[config.mk]
export PLATFORM = sky130hd
export DESIGN_NAME = score_keeper
export DESIGN_NICKNAME = d
export VERILOG_FILES = /design/src/rtl/score_keeper.sv
export SDC_FILE = /design/constraint.sdc
export NUM_CORES = 1
export LEC_CHECK = 0
export ABC_AREA = 1
export CORE_MARGIN = 1
export CORE_UTILIZATION = 50
export DETAILED_ROUTE_END_ITERATION = 6
export PLACE_DENSITY = 0.81
export SLEW_MARGIN = 20
export SYNTH_ARGS = -nofsm -noshare
export SYNTH_HDL_FRONTEND = slang
export SYNTH_SLANG_ARGS = --single-unit
export TNS_END_PERCENT = 5
[constraint.sdc]
create_clock -name clk -period 5.15 [get_ports clk]
set_input_delay 1.2875 -clock clk [delete_from_list [all_inputs] [get_ports clk]]
set_output_delay 1.2875 -clock clk [all_outputs]
set_load 0.02 [all_outputs]
[src/rtl/score_keeper.sv]
// Four-digit packed-BCD score counter with session best and RUN/OVER control.
// Feeds the seven-segment multiplexer from the game FSM strobes.
module score_keeper #(
  parameter bit SATURATE = 1'b1
) (
  input  logic        clk,
  input  logic        rst_n,
  input  logic        clr,
  input  logic        pass_in,
  input  logic        game_over,
  output logic [15:0] score,
  output logic [15:0] best,
  output logic        new_best,
  output logic        overflow,
  output logic        score_upd,
  output logic        over
);

  typedef enum logic {RUN, OVER} state_t;

  state_t      state;
  logic        pass_q;
  logic        go_q;
  logic        inc_ev;
  logic        go_ev;
  logic        at_max;
  logic        carry;
  logic [15:0] inc_val;

  assign inc_ev = pass_in & ~pass_q;
  assign go_ev  = game_over & ~go_q;
  assign at_max = (score == 16'h9999);

  // Ripple the BCD carry from units upward.
  always_comb begin
    inc_val = score;
    carry   = 1'b1;
    for (int i = 0; i < 4; i++) begin
      if (carry) begin
        if (score[4*i +: 4] == 4'd9) begin
          inc_val[4*i +: 4] = 4'd0;
        end else begin
          inc_val[4*i +: 4] = score[4*i +: 4] + 4'd1;
          carry = 1'b0;
        end
      end
    end
  end

  always_ff @(posedge clk or negedge rst_n) begin
    if (!rst_n) begin
      state     <= RUN;
      pass_q    <= 1'b0;
      go_q      <= 1'b0;
      score     <= 16'h0000;
      best      <= 16'h0000;
      new_best  <= 1'b0;
      overflow  <= 1'b0;
      score_upd <= 1'b0;
      over      <= 1'b0;
    end else begin
      pass_q    <= pass_in;
      go_q      <= game_over;
      score_upd <= 1'b0;
      if (clr) begin
        state     <= RUN;
        over      <= 1'b0;
        score     <= 16'h0000;
        overflow  <= 1'b0;
        new_best  <= 1'b0;
        score_upd <= |score;
      end else begin
        unique case (state)
          RUN: begin
            if (go_ev) begin
              state <= OVER;
              over  <= 1'b1;
              if (score > best) begin
                best     <= score;
                new_best <= 1'b1;
              end else begin
                new_best <= 1'b0;
              end
            end else if (inc_ev) begin
              if (at_max) begin
                overflow <= 1'b1;
                if (!SATURATE) begin
                  score     <= 16'h0000;
                  score_upd <= 1'b1;
                end
              end else begin
                score     <= inc_val;
                score_upd <= 1'b1;
              end
            end
          end
          OVER: begin
            state <= OVER;
          end
          default: begin
            state <= RUN;
          end
        endcase
      end
    end
  end

endmodule

### Word level (Yosys, flattened, before mapping)

Cells that the tools add are included.

| storage, ports and cells | value |
|---|---|
| bits in registers | 39 |
| output and inout port bits | 36 |
| word-level logic and storage cells | 82 |

| cells by class | value |
|---|---|
| add/subtract/negate cells | 4 |
| magnitude comparators | 1 |
| eq/ne operators | 8 |
| mux-type cells | 37 |
| bitwise logic cells | 6 |
| reductions and logical operators | 14 |

Operators with widths:

| kind | count |
|---|---|
| 16-bit two-way mux | 5 |
| 4-bit two-way mux | 7 |
| 1-bit two-way mux | 24 |
| 4-bit by 1-bit adder with 4-bit output (second input constant) | 4 |
| 16-bit == test (second input constant) | 1 |
| 4-bit == test (second input constant) | 4 |
| 16-bit greater-than comparator | 1 |
| 16-bit OR reduction | 1 |
| 5-bit AND reduction | 3 |
| 4-bit AND reduction | 3 |
| 2-bit nonzero test | 6 |
| 2-bit inequality test (second input constant) | 3 |
| 1-bit inverter | 4 |
| 1-bit bitwise AND | 2 |
| 1-bit one-hot mux with 2 select lines | 1 |
| 2-bit AND reduction | 1 |

### Longest topological paths before layout

| logic depth | value |
|---|---|
| depth after elaboration | 10 |
| depth in mapped cells | 15 |
| mapped depth without buffers | 14 |

### Worst setup path after synthesis

Ideal clock, no wire load.

| path | value |
|---|---|
| path type | input to register |
| start point | input clr |
| end point | register best[10] |
| setup time | 0.118 ns |
| arrival | 2.132 ns |
| required time | 5.032 ns |
| path slack | 2.900 ns |
| stages | 8 |
| buffers on the path | 2 |
| cells stage by stage | buf_6 inv_2 nand3_1 nor2_4 nand2_4 buf_6 nand2_1 nand2_1 |

| between the ends | value |
|---|---|
| cells in the longest elaborated chain, start to end | 2 |

RTL lines:

| item | line | source |
|---|---|---|
| start, declared | 8 | `input logic clr,` |
| 1-bit inverter (no line) | -- |  |
| 4-bit AND reduction (no line) | -- |  |
| end signal, assigned | 79 | `best <= score;` |
| end, declared | 12 | `output logic [15:0] best,` |

Every way passes these cells.
A chain may end at the register's enable or synchronous reset.

### Worst setup path after layout

| path | value |
|---|---|
| start point | input clr |
| end point | register best[14] |

Same word-level chain as after synthesis.

==> summary.md <==
| Metric | Value |
|---|---|
| Status | `complete, no violations` |
| # setup viols final | `0` |
| Pleak | `1.49 nW` |
| RD Place Congestion | `0.879` |
| Synth top area cells | `dfrtp_1, nand2_1, ha_1, inv_1, nand3_1` |
| Syn_nets | `337` |
| Stages on the worst setup path | `7` |
| Most frequent cells in the layout | `nand2_1, dfrtp_1, clkdlybuf4s50_1` |
| Root buffer cell | `clkbuf_8` |
| Sink Count | `39` |
| Adder-Cell Fraction of Synth Area | `0.127` |
| Largest net degree at the start of global routing | `40` |
| Hold Path Class | `register to register` |
| First-pass GRT wire length | `8610 um` |
| Setup WS pre-CTS | `1.92 ns` |
| Crit. Startpoint | `clr` |
| Synth warn | `0` |
| Routed Antenna Nets | `0` |
| Maximum VDD drop | `around 0.15 mV` |
| Max Cap Viol | `0` |
| Internal reg-to-reg setup slack | `3.12 ns` |
| CTS buffer count | `5` |
| Die ar. | `0.00520 mm2` |
| Critical path's slowest cell | `clkdlybuf4s50_1` |
| CP peak stage delay | `0.58 ns` |
| Row cnt | `25` |
| Seq/Total Area, Yosys | `0.397` |
| N_diodes | `0` |
| Final Max Tran Viols | `0` |
| Final core occ | `0.632` |
| Simple-gate share of the synthesized area | `0.310` |
| I/O pins | `41` |
| Worst setup margin | `between 2 and 2.5 ns` |
| Dpl cells | `409` |
| Hold path start | `best[9]$_DFFE_PN0P_` |
| Peak fanout along the critical path | `17` |
| Vias in the first global route | `between 1500 and 2000` |
| CP endpoint kind | `register` |
| Setup Buffers After CTS | `0` |
| Largest family of logic cells by synthesized area | `simple AND/OR/NAND/NOR gates` |
| Final hold vios | `0` |
| R2R Path End | `best[14]$_DFFE_PN0P_` |
| CP Data Arrival Time | `around 3.2 ns` |
| Yosys cell types | `31` |
| Synth Area in XOR/XNOR | `0.0249` |
| Max clock buf depth | `2` |
| Startpoint Class | `primary input` |
| H-tree levels | `2` |
| NumNets Final | `379` |
| Post-synth design cell area | `around 0.0025 mm2` |
| Reg2Reg Depth | `10` |
| RSZ-0062 raised after global routing | `no` |
| Clk_skew | `0.00427 ns` |
| Hold Buf Count CTS | `0` |
| Cell repeated most along the worst path | `nand2_1` |
| #FFs+latches synth | `39` |
| Most common cell after layout, fill and taps aside | `nand2_1` |
| Vias | `between 2000 and 2500` |
| Reg2Reg Launch Point | `score[7]$_DFFE_PN0P_` |
| Core area | `around 0.0047 mm2` |
| Clk pin slew, worst setup/hold paths | `about 0.070 ns` |
| Starting Density | `0.521` |
| Ys async rst share | `1.00` |
| First-pass DRT Iterations | `4` |
| Rel. slew slack | `0.416` |
| Fin Setup TNS | `0 ns` |
| Compound-Gate Fraction of Synth Area | `0.0601` |
| Max Freq | `338 MHz` |
| P&R area growth vs syn | `21.4%` |
| Initial antenna violation count | `0` |
| Final hold slack | `around 0.50 ns` |
| Worst-Skew Late Latency | `0.29 ns` |
| EDFF count, synth | `0` |
| CP top delay family | `simple AND/OR/NAND/NOR gates` |
| Req. time, crit path | `5.34 ns` |
| DRT Wirelength | `5280 um` |
| Largest area contributor in the netlist | `dfrtp_1` |
| Die Width | `72.1 um` |
| Crit path kind | `primary input to register` |
| Main synth FF type | `dfrtp_1` |
| Share of layout cells above drive strength 1 | `0.0802` |
| Period utilisation layout | `0.574` |
| Gr usage total | `0.219` |
| Power Dens Cells | `410 mW/mm2` |
| Post-CTS resize count | `0` |
| Die span in y | `72.1 um` |
| Fin cells | `416` |
| Drt wl/cell | `12.7 um` |
| Synthesized area per cell | `8.01 um2` |
| Worst-margin pin slew | `just under 0.9 ns` |
| Mux cell area share after synthesis | `0` |
| Grt ovf | `0` |
| Vias/cell | `just over 5` |
| DRC | `0` |
| Yosys top cell area share | `0.397` |
| PortBufs | `40` |
| Drt first-iter violations | `114` |
| Critical Path End | `best[14]$_DFFE_PN0P_` |
| Cells along the critical path | `clkdlybuf4s50_1 -> inv_2 -> nand3_1 -> nor2_4 -> nand2_4 -> nand2_1 -> nand2_1` |
| HPWL after DPL | `3750 um` |
| Cells after Synth | `307` |
| Worst path buffer plus inverter count | `2` |
| CTS tree | `yes` |
| Final min period | `roughly 3.0 ns` |
==> routing by layer <==
metal  GRT usage  up-vias  part of all wire
met1       0.272      977              0.44
met4      0.0828        0             0.020
li1            -     1058                 -
met2       0.371       68              0.48
met3      0.0500       10             0.057
met5           0        -                 0
==> area by class of cell <==
cell class,count,area (um2)
fillers,398,1740
well taps,67,83.8
flip-flops and latches,39,976
repair buffers,40,395
clock inverters,1,5.00
inverters,42,158
multi-input cells,221,1280
clock buffers,6,82.6
==> worst register-to-register path: cells and delay by family, from the launching register on <==
kind | cells | cell delay (ns)
flops | 1 | 0.51
fa+ha+maj | 1 | 0.37
simple gates | 9 | 1.05
==> Yosys cell counts, types with 3 or more instances <==
master,number
inv_1,38
o21ai_1,11
nand3_1,24
o21ai_0,6
nor2_1,18
nand4_1,3
inv_2,4
nand2_1,97
nand2_4,4
dfrtp_1,39
nor2_4,3
ha_1,25
a21oi_1,8
xor2_1,6
==> cell families after synthesis <==
kind of cell / after synthesis
AND/OR/NAND/NOR: 161
buffers and inverters: 47
flip-flops: 39
AO/OA/AOI/OAI: 28
adder cells (fa/ha/maj): 25
XOR/XNOR: 7
==> where the power goes <==
part           switching (mW)  internal [mW]  total [mW]  leakage (nW)
logic                   0.339          0.230       0.569         0.922
clock network           0.105          0.105       0.210        0.0470
registers              0.0819          0.365       0.446         0.522
total                   0.525          0.700        1.22          1.49
==> through the flow <==
step                      instance area [um2]  power [mW]
after floorplan                          2460       0.813
after global placement                   2900       0.999
after detailed placement                 2900        1.02
after CTS                                2990        1.23
after global routing                     2990        1.32
final                                    2990        1.22
==> sequential cells by signal, summed over array words and instances, names as in the netlist <==
name	cells
best	16
score	16
go_q	1
new_best	1
over	1
overflow	1
pass_q	1
score_upd	1
state	1
==> worst min-delay path by stage <==
stage                                     end  depth (start not counted)
after CTS                 best[9]$_DFFE_PN0P_                          2
after floorplan               state$_DFF_PN0_                          3
final                     best[9]$_DFFE_PN0P_                          2
after global routing      best[9]$_DFFE_PN0P_                          2
after global placement    best[8]$_DFFE_PN0P_                          2
after detailed placement  best[9]$_DFFE_PN0P_                          2
(Power assumes the default switching activity.)
